## src/rtl/pattern_serializer_pkg.sv

```systemverilog
// ---------------------------------------------------------------------------
// pattern_serializer_pkg
//   Shared definitions for the framed serializer:
//     - DEFAULT_WIDTH : data word width, taken from the WIDTH macro, which
//                       defaults to 8 when not supplied on the command line.
//     - state_e       : serializer FSM state encoding.
//     - cnt_width()   : width of the data-bit down-counter for a word width.
//   No ports (package).
// ---------------------------------------------------------------------------
`ifndef WIDTH
`define WIDTH 8
`endif

package pattern_serializer_pkg;

    localparam int DEFAULT_WIDTH = `WIDTH;

    typedef enum logic [2:0] {
        ST_IDLE   = 3'd0,
        ST_START  = 3'd1,
        ST_DATA   = 3'd2,
        ST_PARITY = 3'd3,
        ST_STOP   = 3'd4
    } state_e;

    // The counter only has to hold WIDTH-1 down to 0; keep at least one bit
    // so a degenerate WIDTH=1 build still elaborates.
    function automatic int cnt_width(input int w);
        return (w > 1) ? $clog2(w) : 1;
    endfunction

endpackage

```

## src/rtl/serializer_bitcount.sv

```systemverilog
// ---------------------------------------------------------------------------
// serializer_bitcount
//   Loadable down-counter with a zero flag, used to count data bits of the
//   frame currently on the serial line.
//   Ports:
//     clk          : clock, rising edge
//     rst_n        : asynchronous active-low reset, clears the count
//     load_i       : load load_value_i this cycle (has priority over dec_i)
//     load_value_i : value to load
//     dec_i        : decrement by one; ignored when already zero
//     zero_o       : count is zero (decoded from the register)
// ---------------------------------------------------------------------------
module serializer_bitcount
    import pattern_serializer_pkg::*;
#(
    parameter int CNT_W = cnt_width(DEFAULT_WIDTH)
) (
    input  logic             clk,
    input  logic             rst_n,
    input  logic             load_i,
    input  logic [CNT_W-1:0] load_value_i,
    input  logic             dec_i,
    output logic             zero_o
);

    logic [CNT_W-1:0] count_q;
    logic [CNT_W-1:0] count_d;

    always_comb begin
        count_d = count_q;
        if (load_i) begin
            count_d = load_value_i;
        end else if (dec_i && (count_q != '0)) begin
            // Saturate at zero so a stray decrement can never wrap.
            count_d = count_q - 1'b1;
        end
    end

    always_ff @(posedge clk or negedge rst_n) begin
        if (!rst_n) begin
            count_q <= '0;
        end else begin
            count_q <= count_d;
        end
    end

    assign zero_o = (count_q == '0);

endmodule

```

## src/rtl/pattern_serializer.sv

```systemverilog
// ---------------------------------------------------------------------------
// pattern_serializer
//   Accepts one WIDTH-bit word per valid/ready handshake and shifts it out as
//   a framed serial stream: start bit (0), data MSB first, parity, stop (1).
//   A frame lasts exactly WIDTH+3 cycles; a word accepted during the stop
//   cycle starts the next frame with no idle gap.
//   Ports:
//     clk        : clock, rising edge
//     rst_n      : asynchronous active-low reset; aborts any frame in flight
//     din        : parallel word, sampled only on the accepting edge
//     din_valid  : din is valid this cycle
//     din_ready  : a word can be accepted this cycle (IDLE or STOP)
//     sout       : serial line, idles high
//     busy       : a frame is in progress (START..STOP)
//     frame_done : one-cycle pulse during the stop bit
//   All outputs are decoded from registered state, never from din.
// ---------------------------------------------------------------------------
module pattern_serializer
    import pattern_serializer_pkg::*;
#(
    parameter int WIDTH      = DEFAULT_WIDTH,
    parameter int PARITY_ODD = 0
) (
    input  logic             clk,
    input  logic             rst_n,
    input  logic [WIDTH-1:0] din,
    input  logic             din_valid,
    output logic             din_ready,
    output logic             sout,
    output logic             busy,
    output logic             frame_done
);

    localparam int CNT_W = cnt_width(WIDTH);

    // Even parity makes the XOR of data+parity zero; odd parity inverts it.
    function automatic logic frame_parity(input logic [WIDTH-1:0] word);
        return (^word) ^ (PARITY_ODD != 0);
    endfunction

    state_e           state_q;
    state_e           state_d;
    logic [WIDTH-1:0] shift_q;
    logic [WIDTH-1:0] shift_d;
    logic             parity_q;
    logic             parity_d;

    logic             cnt_load;
    logic             cnt_dec;
    logic             cnt_zero;

    serializer_bitcount #(
        .CNT_W (CNT_W)
    ) u_bitcount (
        .clk          (clk),
        .rst_n        (rst_n),
        .load_i       (cnt_load),
        .load_value_i (CNT_W'(WIDTH - 1)),
        .dec_i        (cnt_dec),
        .zero_o       (cnt_zero)
    );

    // Next-state and output decode.
    always_comb begin
        state_d    = state_q;
        shift_d    = shift_q;
        parity_d   = parity_q;
        cnt_load   = 1'b0;
        cnt_dec    = 1'b0;
        sout       = 1'b1;
        din_ready  = 1'b0;
        busy       = 1'b0;
        frame_done = 1'b0;

        case (state_q)
            ST_IDLE: begin
                din_ready = 1'b1;
                if (din_valid) begin
                    state_d  = ST_START;
                    shift_d  = din;
                    parity_d = frame_parity(din);
                end
            end

            ST_START: begin
                sout     = 1'b0;
                busy     = 1'b1;
                // Counter holds the number of data bits still to go after
                // the current one, so DATA leaves when it reads zero.
                cnt_load = 1'b1;
                state_d  = ST_DATA;
            end

            ST_DATA: begin
                sout    = shift_q[WIDTH-1];
                busy    = 1'b1;
                shift_d = shift_q << 1;
                if (cnt_zero) begin
                    state_d = ST_PARITY;
                end else begin
                    cnt_dec = 1'b1;
                end
            end

            ST_PARITY: begin
                sout    = parity_q;
                busy    = 1'b1;
                state_d = ST_STOP;
            end

            ST_STOP: begin
                busy       = 1'b1;
                frame_done = 1'b1;
                din_ready  = 1'b1;
                if (din_valid) begin
                    // Back-to-back: next start bit follows the stop bit.
                    state_d  = ST_START;
                    shift_d  = din;
                    parity_d = frame_parity(din);
                end else begin
                    state_d = ST_IDLE;
                end
            end

            default: begin
                // Unused encodings recover to IDLE with the line held high.
                state_d = ST_IDLE;
            end
        endcase
    end

    always_ff @(posedge clk or negedge rst_n) begin
        if (!rst_n) begin
            state_q  <= ST_IDLE;
            shift_q  <= '0;
            parity_q <= 1'b0;
        end else begin
            state_q  <= state_d;
            shift_q  <= shift_d;
            parity_q <= parity_d;
        end
    end

endmodule

```

## config.mk

```make
export PLATFORM = sky130hd
export DESIGN_NAME = pattern_serializer
export DESIGN_NICKNAME = d
export VERILOG_FILES = /design/src/rtl/pattern_serializer_pkg.sv /design/src/rtl/serializer_bitcount.sv /design/src/rtl/pattern_serializer.sv
export SDC_FILE = /design/constraint.sdc
export NUM_CORES = 1
export LEC_CHECK = 0
export BUFFER_PORTS_ARGS = -buffer_cell sky130_fd_sc_hd__buf_2
export CORE_MARGIN = 2
export CORE_UTILIZATION = 41
export DETAILED_ROUTE_END_ITERATION = 10
export GPL_TIMING_DRIVEN = 0
export PLACE_DENSITY_LB_ADDON = 0.12
export SLEW_MARGIN = 25
export SYNTH_ARGS = -nofsm -noshare
export SYNTH_HDL_FRONTEND = slang
export SYNTH_HIERARCHICAL = 1
export SYNTH_SLANG_ARGS = --single-unit
```

## constraint.sdc

```tcl
create_clock -name clk -period 1.8 [get_ports clk]
set_input_delay 0.18 -clock clk [delete_from_list [all_inputs] [get_ports clk]]
set_output_delay 0.18 -clock clk [all_outputs]
set_load 0.03 [all_outputs]
```

==> results.cfg <==
[clocking]
root_buffer = clkbuf_4
cts_tree = built
path_clk_slew_ps = 90
htree_levels = 1
clkLatencyLatePin_ps = 280
clock-sinks = 15
cts_max_path_buffers = 2
cts_buffers = 3

[power]
p_int_mw = 1.17
seq_power_share_pct = 28.5
p_clk_share_pct = 9.3
total_power_mw = 2.04
p_leak_nw = 0.481
switching_share_pct = 42.8
p_per_area_mw_per_mm2 = 1870
p_switching_mw = 0.873
combPwrFrac_pct = 62.2
vdd_drop_max_uv = 874

[worst_setup_path]
critPathMaxStageDelay_ps = 380
critPathCaptureType = output port
critPathArrivalTime_ps = 1530
cp.required_ps = 1620
startpoint_type = flip-flop
path_buf_inv = 3
path_delay_family = buffers and inverters
path_cells = buf_6 > nor2_4 > buf_4 > xnor2_1 > buf_2
critical_path_peak_fanout = 10
path_class = reg -> out
slowest_stage = dfrtp_1

[floorplan]
die_area_mm2 = 0.00256
rows = 16
core_mm2 = 0.00200
io_pins = 15
fp.dieW_um = 50.6
die_y_um = 50.6
start_util_pct = 44.4

[global_route]
grt_pass1_vias = 656
grt_usage_pct = 14.1
overflow = 0
use_met3_pct = 3.27
grt_use_met1_pct = 18.9
grt_pass1_wl_um = 2770
antenna_found_initial = 0
grt.busiest_layer = met2
use_met2_pct = 21.9
grt_start_max_net_pins = 16

[synthesis]
synth_edf_count = 0
ys_seq_area_share_pct = 42.2
yosys_warnings = 6
synth.distinct_cells = 26
syn-cell-area_um2 = 890
synth.largest_area_cell = dfrtp_1
synthCells = 85
yosys-top-cells-count = dfrtp_1, nor2_1, xnor2_1
yosys.area.top_type_share_pct = 42.2
synth_most_common_cell = dfrtp_1
avgSynthCellArea_um2 = 10.5
ys_ff_latch = 15
synth_area_leaders = dfrtp_1, xnor2_1, mux2i_1, a21oi_1, nor2_1
async_reset_ff_share_pct = 100
synth-main-ff-cell = dfrtp_1

[timing]
fin_worst_skew_ps = 2.95
finalCritPeriodShare_pct = 95.2
fmax_mhz = 584
slew_viol_final = 0
timing.hold.ws_ps = 136
fin_crit_ps = 1710
hold_viol = 0
setup_viol = 0

[place]
dp_hpwl_um = 1150
io_buffers = 14
gp_congestion = 0.751
post-place-cells = 128

[finish]
drive_gt1_share_pct = 32.1
diodes = 0
syn_to_final_growth_pct = 22.9
nets = 123
fill_cells = 199
layout.cells.non_filler = 136

[route]
route.vias.total = 641
wl_um = 1530
antenna_left = 0
first_iter_violations = 7
firstDrtPassIters = 5
drc = 0
vias_per_cell = 4.71
wl_per_cell_um = 11.2

[status]
status = finished, final reports clean

[hold_path]
worst_hold_path_type = in -> reg

[run]
maxCapViolCount = 0
[cells by family (layout without fill, tap and decap cells)]
logic type                 after synthesis  after routing  synth area share (%)
xor gates and xnor gates                 9              9                  8.86
DFF                                     15             15                  42.2
buffers and inverters                    9             31                  6.75
adders and majority gates                2              2                  2.81
other                                    1              3                 0.422
muxes                                    7              7                  7.88
and+or+nand+nor                         25             25                  16.7
AOI/OAI and AO/OA                       17             17                  14.3
[area by class of cell]
cell class,count,area [µm²],share of cell area [%]
buffer,4,41.3,3.78
tap,27,33.8,3.09
clock inverter,1,5.00,0.458
multi-input combinational,63,494,45.2
timing repair buffer,18,103,9.38
sequential,15,375,34.3
clock buffer,3,22.5,2.06
inverter,5,18.8,1.72
[power by group through the flow]
stage / Combinational, mW / Clock [mW] / Sequential [mW]
global route: 1.41 / 0.225 / 0.601
finish: 1.27 / 0.189 / 0.582
CTS: 1.16 / 0.206 / 0.581
floorplan: 0.939 / 0 / 0.568
detailed placement: 1.14 / 0 / 0.588
global placement: 1.12 / 0 / 0.584
[stage by stage]
step	setup TNS, ps	setup slack, ps	instance area (µm²)	utilization [%]
6_report	0	86.9	1090	54.6
5_1_grt	-1.96	-1.96	1090	54.6
4_1_cts	0	16.7	1040	52.1
3_5_place_dp	-29.4	-12.6	1000	50.0
3_3_place_gp	-44.4	-20.4	1000	50.0
2_1_floorplan	0	168	897	-
[path summary, 6_finish.rpt]
kind | startpoint | end | slack, ps | cells after the start
max | state_q[0]$_DFFE_PN0P_ | busy | 90 | 5
min | din_valid | parity_q$_DFFE_PN0P_ | 140 | 2
max reg2reg | u_bitcount/count_q[0]$_DFFE_PN0P_ | u_bitcount/count_q[1]$_DFFE_PN0P_ | 90 | 6
min reg2reg | shift_q[5]$_DFFE_PN0P_ | shift_q[5]$_DFFE_PN0P_ | 520 | 2
max in group asynchronous | rst_n | shift_q[3]$_DFFE_PN0P_ | 1220 | 2
min in group asynchronous | rst_n | state_q[1]$_DFFE_PN0P_ | 320 | 2
[cell usage in the layout (no fill, tap or decap), types with 2 or more instances in the layout]
| master | count |
|---|---|
| nand2b_1 | 2 |
| inv_1 | 5 |
| o311ai_1 | 2 |
| buf_4 | 4 |
| nor2b_1 | 2 |
| conb_1 | 3 |
| or4b_1 | 2 |
| xnor2_1 | 9 |
| dfrtp_1 | 15 |
| clkbuf_4 | 3 |
| mux2i_1 | 7 |
| nor2_1 | 9 |
| nand2_1 | 3 |
| a21oi_1 | 7 |
| a21oi_2 | 3 |
| buf_2 | 14 |
| buf_6 | 3 |
[worst reg2reg max path: cells and delay by family (launching register included)]
kind	cells	cell delay, ps
simple gates	2	690
fa+ha+maj	2	410
flops	1	370
compound gates	1	90
buf+inv	1	50
[state kept, by name, indices dropped and copies added (netlist names)]
signal and count:
parity_q 1, shift_q 8, state_q 3, u_bitcount/count_q 3
[repair_timing]
item,4_1_cts,5_1_grt
endpoints found under the hold margin,15,0
resized for setup,1,5
pin swaps,0,1
setup endpoints to repair,3,3
setup buffers,0,3
hold buffers,1,0
[routing by layer]
metal | wire length (µm) | part of all wire [%] | up-vias
met1 | 748 | 49 | 292
met4 | 9 | 0.59 | 0
met5 | 0 | 0 | -
li1 | - | - | 337
met2 | 713 | 47 | 10
met3 | 57 | 3.7 | 2
Note: power is estimated with default switching activity, not from simulation.
